**src/rtl/io_bus_ctrl_pkg.sv**
```systemverilog
// Shared constants and register decode for the memory-mapped IO controller.
package io_bus_ctrl_pkg;

  localparam int unsigned IO_DW      = 24;
  localparam logic [7:0]  LED_OFS    = 8'h60;
  localparam logic [7:0]  SW_OFS     = 8'h70;
  localparam logic [7:0]  STATUS_OFS = 8'h74;
  localparam logic [21:0] IO_BASE    = 22'h3FFFFF;

  typedef enum logic [1:0] {
    RegLed,
    RegSwitch,
    RegStatus,
    RegNone
  } io_reg_e;

  function automatic io_reg_e decode_ofs(input logic [7:0] ofs);
    io_reg_e sel;
    case (ofs)
      LED_OFS:    sel = RegLed;
      SW_OFS:     sel = RegSwitch;
      STATUS_OFS: sel = RegStatus;
      default:    sel = RegNone;
    endcase
    return sel;
  endfunction

endpackage

```
**src/rtl/io_bus_ctrl_switch_debounce.sv**
```systemverilog
// Two-flop synchroniser plus stability counter; a vector is accepted only after
// it has been seen unchanged for CYCLES consecutive cycles.
module switch_debounce #(
  parameter int unsigned WIDTH  = 24,
  parameter int unsigned CYCLES = 500000
) (
  input  logic             clock,
  input  logic             reset,
  input  logic [WIDTH-1:0] raw,
  output logic [WIDTH-1:0] stable,
  output logic             changed_pulse
);

  localparam int unsigned CW = (CYCLES > 1) ? $clog2(CYCLES) : 1;
  localparam logic [CW-1:0] CNT_MAX = CW'(CYCLES - 1);

  logic [WIDTH-1:0] sync1_q, sync2_q, cand_q, stable_q;
  logic [CW-1:0]    cnt_q;

  always_comb begin
    changed_pulse = (sync2_q == cand_q) && (cnt_q == CNT_MAX) && (stable_q != cand_q);
  end

  always_ff @(posedge clock) begin
    if (reset) begin
      sync1_q  <= '0;
      sync2_q  <= '0;
      cand_q   <= '0;
      stable_q <= '0;
      cnt_q    <= '0;
    end else begin
      sync1_q <= raw;
      sync2_q <= sync1_q;
      if (sync2_q != cand_q) begin
        cand_q <= sync2_q;
        cnt_q  <= '0;
      end else if (cnt_q == CNT_MAX) begin
        // Counter saturates; stable only moves when the candidate differs.
        if (changed_pulse) stable_q <= cand_q;
      end else begin
        cnt_q <= cnt_q + CW'(1);
      end
    end
  end

  assign stable = stable_q;

endmodule

```
**src/rtl/io_bus_ctrl.sv**
```systemverilog
// IO device controller: address decode, LED register, debounced switches and a
// sticky switch-change flag cleared by reading the status register.
module io_bus_ctrl #(
  parameter logic [19:0] DEBOUNCE_CYCLES = 20'd500000,
  parameter logic [21:0] IO_BASE         = io_bus_ctrl_pkg::IO_BASE
) (
  input  logic                              clock,
  input  logic                              reset,
  input  logic                              ioRead,
  input  logic                              ioWrite,
  input  logic [31:0]                       addr,
  input  logic [io_bus_ctrl_pkg::IO_DW-1:0] io_wdata,
  output logic [io_bus_ctrl_pkg::IO_DW-1:0] io_rdata,
  output logic [io_bus_ctrl_pkg::IO_DW-1:0] led,
  input  logic [io_bus_ctrl_pkg::IO_DW-1:0] switch_raw,
  output logic                              sw_changed
);

  import io_bus_ctrl_pkg::*;

  logic             io_hit;
  io_reg_e          reg_sel;
  logic [IO_DW-1:0] led_q;
  logic [IO_DW-1:0] sw_stable;
  logic             sw_changed_q;
  logic             changed_pulse;
  logic             status_rd;
  logic             unused_addr;

  assign unused_addr = ^addr[9:8];
  assign io_hit      = (addr[31:10] == IO_BASE);
  assign reg_sel     = decode_ofs(addr[7:0]);
  assign status_rd   = ioRead && io_hit && (reg_sel == RegStatus);

  switch_debounce #(
    .WIDTH  (IO_DW),
    .CYCLES (32'(DEBOUNCE_CYCLES))
  ) u_debounce (
    .clock         (clock),
    .reset         (reset),
    .raw           (switch_raw),
    .stable        (sw_stable),
    .changed_pulse (changed_pulse)
  );

  always_ff @(posedge clock) begin
    if (reset) begin
      led_q        <= '0;
      sw_changed_q <= 1'b0;
    end else begin
      if (ioWrite && io_hit && (reg_sel == RegLed)) led_q <= io_wdata;
      // A new change outranks a coincident status read so no event is lost.
      if (changed_pulse) begin
        sw_changed_q <= 1'b1;
      end else if (status_rd) begin
        sw_changed_q <= 1'b0;
      end
    end
  end

  always_comb begin
    io_rdata = '0;
    if (ioRead && io_hit) begin
      case (reg_sel)
        RegLed:    io_rdata = led_q;
        RegSwitch: io_rdata = sw_stable;
        RegStatus: io_rdata = {{(IO_DW-1){1'b0}}, sw_changed_q};
        default:   io_rdata = '0;
      endcase
    end
  end

  assign led        = led_q;
  assign sw_changed = sw_changed_q;

endmodule

```
**config.mk**
```make
export PLATFORM = sky130hd
export DESIGN_NAME = io_bus_ctrl
export DESIGN_NICKNAME = d
export VERILOG_FILES = /design/src/rtl/io_bus_ctrl_pkg.sv /design/src/rtl/io_bus_ctrl_switch_debounce.sv /design/src/rtl/io_bus_ctrl.sv
export SDC_FILE = /design/constraint.sdc
export NUM_CORES = 1
export LEC_CHECK = 0
export BUFFER_PORTS_ARGS = -buffer_cell sky130_fd_sc_hd__buf_2
export CAP_MARGIN = 25
export CORE_UTILIZATION = 55
export CTS_BUF_LIST = sky130_fd_sc_hd__clkbuf_8
export CTS_CLUSTER_SIZE = 25
export DETAILED_ROUTE_END_ITERATION = 10
export GPL_TIMING_DRIVEN = 0
export PLACE_DENSITY = 0.82
export RECOVER_POWER = 25
export SYNTH_ARGS = -nofsm -noshare
export SYNTH_HDL_FRONTEND = slang
export SYNTH_SLANG_ARGS = --single-unit
```
**constraint.sdc**
```tcl
create_clock -name clock -period 2.4 [get_ports clock]
set_input_delay 0.12 -clock clock [delete_from_list [all_inputs] [get_ports clock]]
set_output_delay 0.12 -clock clock [all_outputs]
set_load 0.02 [all_outputs]
```
# Word level (Yosys, flattened, before mapping)
# Index checks and enable logic that the tools add are counted.
# W data, S select, Z words.
# word_totals
mem_bits_rw,0
latch_bits,0
ff_bits,140
memories,0
out_inout_bits,49
inputBits,84
rom_bits,0
# op_classes
mux,5
eq_ne,10
bitwise_logic,1
n_div,0
mul,0
addsub,1
n_lt_le_gt_ge,0
shifts,0
reduce_logical,10
# op_table
op,n
$pmux W24 S3,1
$ne A24 B24 Y1,2
$eq A24 B24 Y1,1
$eq A8 B7 Y1 const B,3
$mux W24,1
$eq A22 B22 Y1 const B,1
$add A19 B1 Y19 const B,1
$eq A19 B19 Y1 const B,1
$logic_and A1 B1 Y1,6
$pmux W2 S3,1
$reduce_and A3 Y1,1
$eq A2 B1 Y1 const B,1
$eq A2 B2 Y1 const B,1
$logic_not A2 Y1,1
$mux W1,2
$reduce_bool A2 Y1,1
$reduce_or A2 Y1,1
$not A1 Y1,1

# Longest topological paths before layout
# logic_depth
word_depth,6
mapped_depth,8
ltp_nobuf,7

# Cells and area by module
# A second synthesis with hierarchy kept.
# unflattened
cells_unflattened,623
hier_area_um2,6034.5
# by_module_without_submodules
module,area_per_inst_um2,cells_per_inst,instances
switch_debounce,4506.8,430,1
io_bus_ctrl,1527.7,193,1

# Worst setup path before layout
# OpenSTA, ideal clock, no wires.
# synth_path
path_type,flip-flop to flip-flop
from,reg u_debounce.cand_q[11]
to,"reg u_debounce.stable_q[16], in the netlist u_debounce.stable[16]"
required_ns,2.268
synth_period_minus_slack_ns,1.748
arrival_time_ns,1.616
stages_incl_launch_ff,8
setup_slack_ns,0.652
cell_sequence,dfxtp_1 -> xor2_1 -> nor4_1 -> nand4_1 -> a211o_1 -> clkbuf_1 -> o21ai_0 -> a21oi_1
# synth_between
elab_chain_len,4
# synth_lines
element,line,text
from (decl),io_bus_ctrl_switch_debounce.sv:17,"logic [WIDTH-1:0] sync1_q, sync2_q, cand_q, stable_q;"
from (signal assigned),io_bus_ctrl_switch_debounce.sv:35,cand_q <= sync2_q;
$eq A24 B24 Y1,io_bus_ctrl_switch_debounce.sv:21,changed_pulse = (sync2_q == cand_q) && (cnt_q == CNT_MAX) && (stable_q != cand_q);
$logic_and A1 B1 Y1 (2 in a row),io_bus_ctrl_switch_debounce.sv:21,
$reduce_and A3 Y1 (no line) *,n/a,
to (signal assigned),io_bus_ctrl_switch_debounce.sv:39,if (changed_pulse) stable_q <= cand_q;
to (decl),io_bus_ctrl_switch_debounce.sv:17,
# Every way passes the cells marked *; elsewhere a longest branch is shown, timed or not.
# A chain may end at the register's enable or synchronous reset.

# Worst setup path after layout
# layout_path
from,reg u_debounce.cand_q[11]
to,"reg u_debounce.stable_q[19], in the netlist u_debounce.stable[19]"
# Same word-level chain as after synthesis.

==> metrics.txt <==
Async SR Flop Fraction=0%; initial antenna violation count=0; antenna-violating nets left=0; Port Buffer Count=130; Max H-tree Level=4; Synth Area per Inst=9.127 um2; # IOs=133; P per Cell Area=653.8 nW/um2; Area Overhead vs Synth=31.43%; Synth Register Bits=140; wire per inst=14.63 um; FP Rows=36; CP required=2.69 ns; Peak Freq=454.2 MHz; register area share after synthesis=50.84%; final setup fails=0; worst-path cell with the longest stage delay=a211o_1; fin. max-slew vios=0; pin count of the biggest net entering global routing=17; initial core utilization=56.66%; YS warnings=0; EDFF count, synth=0; CP Cell Sequence=xor2_1, nor4_1, nand4_1, a211o_1, clkbuf_1, o21ai_0, a21oi_1; first-pass GRT wire length=21.17 mm; residual DRC count=0; worst reg2reg startpoint=u_debounce.cand_q[11]$_SDFFE_PP0P_; Syn Std Cell Area=5513 um2; fin crit period=2.202 ns; layout cell share with drive strength beyond 1=21.65%; worst slew pin tran=0.7902 ns; count leader, synth=dfxtp_1; critical path class=flip-flop to flip-flop; final core utilization=74.47%; CTS resizes=0; CTS clock-pin slew for the worst setup and hold paths=0.08 ns; Critical Path Fanout Max=10; Yosys top cell area share=50.84%; Hold Crit Start=ioRead; critical path launch point=u_debounce.cand_q[11]$_SDFFE_PP0P_; post-route clock period utilization=91.73%; Total Wirelength=13.84 mm; CTS buffer count=17; antenna cells=0; status=finished, final reports clean; critical path's top delay family=compound AO/OA/AOI/OAI gates; DR pass1 iterations=5; synth unique cells=33; initial DRC count=293; RSZ-0062 raised after global routing=false; net switching power=1.043 mW; Max Cap Viol=0; Design Power=4.737 mW; DIE AREA=10,430 um2; Synth Net Count=689; nets@finish=886; CTS tree=done; Int Power=3.695 mW; Post-synth top flop=dfxtp_1; Filler Cell Count=711; biggest area consumer among synthesized cells=dfxtp_1; CP max stage delay=0.37 ns; total track usage=26.74%; CP Launch Type=flip-flop; Clock power frac=43.1%; Final Skew=0.009147 ns; Congestion Overflow GR=0; worst hold path class=input port to flip-flop; area of the multi-input gates=2526 um2; gpl congestion=0.8319; worst vdd ir=620.6 uV; CTS Sinks=140; DP HPWL=9.864 mm; Leak Pwr=2.925 nW; post-route setup TNS=0 ns; WP data arrival=2.49 ns; Root Buffer=clkbuf_8; top cells by area, synth=dfxtp_1, nor2b_1, xor2_1; slew margin rel.=46.83%; nature of the critical path endpoint=flip-flop; FF/Latch Area=2803 um2; chip height=102.1 um; Reg power frac=50.7%; combinational share of power=6.2%; vias per cell=5.282; core area=9729 um2; Syn Inst Count=604; final hold vios=0; vias=4,997; post-CTS setup repair buffer count=0; Buf+Inv Stages, Crit Path=1; Die Span X=102.1 um; Net Sw Frac=22.01%; vias in the first global route=4,608; worst-skew pair later-pin latency=0.43 ns; Clock Path Buffers=2; synth cell count leaders=dfxtp_1, nor2b_1, nand2_1, a21oi_1, nor2_1
## stage by stage
| step | hold slack (ns) | instances | area, um2 | setup WS (ns) |
|---|---|---|---|---|
| finish | 0.1105 | 946 | 7246 | 0.1985 |
| global route | 0.1035 | 946 | 7246 | 0.05934 |
| CTS | 0.08282 | 946 | 7247 | 0.2011 |
| detailed placement | 0.3325 | 867 | 6330 | 0.2323 |
| global placement | 0.3273 | 867 | 6330 | 0.2681 |
| floorplan | 0.2482 | 604 | 5513 | 0.6515 |
## cell type report
class / count / share of cell area (%)
sequential: 140 / 38.68
multi-input combinational: 425 / 34.86
timing repair buffer: 178 / 15.59
clock buffer: 18 / 3.419
clock inverter: 13 / 2.607
buffer: 35 / 2.331
tap: 133 / 2.297
inverter: 4 / 0.2072
## flip-flops by register name, summed over array words and instances (netlist names)
register	flops
led	24
sw_changed	1
u_debounce.cand_q	24
u_debounce.cnt_q	19
u_debounce.stable	24
u_debounce.sync1_q	24
u_debounce.sync2_q	24
## layer usage
layer	part of all wire (%)	vias up	GRT usage (%)	wire length (um)
met5	0	-	0	0
met4	1.1	0	5.934	153
met3	7.3	17	6.361	1011
met2	51	252	50.08	7065
met1	41	2278	30.68	5608
li1	-	2450	-	-
## path summary, 6_finish.rpt
kind / to / slack (ns) / cells after the start
worst max-delay path: u_debounce.stable[19]$_SDFFE_PP0P_ / 0.20 / 7
worst min-delay path: sw_changed$_SDFFE_PP0P_ / 0.11 / 4
worst max register to register: u_debounce.stable[19]$_SDFFE_PP0P_ / 0.20 / 7
worst min register to register: u_debounce.sync2_q[17]$_SDFF_PP0_ / 0.44 / 1
## kinds of logic (layout without fill, tap and decap cells)
logic type | after synthesis | count (layout) | synth area share, %
adder cells (fa/ha/maj) | 1 | 1 | 0.2269
multiplexers | 2 | 2 | 0.3632
flip-flops | 140 | 140 | 50.84
XOR/XNOR | 65 | 65 | 10.33
buffers and inverters | 39 | 248 | 3.336
AND/OR/NAND/NOR | 256 | 256 | 24.53
AO/OA/AOI/OAI | 101 | 101 | 10.37
## cell usage in the layout, fill, tap and decap left out, drive strengths merged, types with 2 or more instances in the layout
master / synthesis / final
dfxtp: 140 / 140
buf: 11 / 140
nor2b: 72 / 72
nand2: 60 / 60
a21oi: 49 / 49
dlygate4sd3: 0 / 48
nor2: 47 / 47
clkbuf: 24 / 43
xor2: 37 / 37
nand3: 30 / 30
xnor2: 28 / 28
o21ai: 26 / 26
a22oi: 23 / 23
nand4: 20 / 20
nor4: 9 / 9
nor3: 7 / 7
inv: 4 / 7
bufinv: 0 / 4
clkinv: 0 / 4
and4: 3 / 3
nor4b: 3 / 3
mux2i: 2 / 2
clkinvlp: 0 / 2
nor3b: 2 / 2
## power groups by stage
stage	sequential [mW]	clock (mW)	combinational, mW
final	2.40	2.04	0.292
after global routing	2.40	2.18	0.319
after CTS	2.40	2.08	0.290
after detailed placement	2.45	0	0.229
after global placement	2.45	0	0.223
after floorplan	2.44	0	0.127
## timing repair
action                     4_1_cts  5_1_grt
setup endpoints to repair        0        0
hold endpoints to repair        48        0
hold buffers                    48        0
## worst register-to-register path: cells and delay by family, from the launching register on
| kind | cells | cell delay [ns] |
|---|---|---|
| compound gates | 3 | 0.68 |
| simple gates | 2 | 0.62 |
| flops | 1 | 0.36 |
| buf+inv | 1 | 0.23 |
| xor+xnor | 1 | 0.18 |
(Power assumes the default switching activity.)
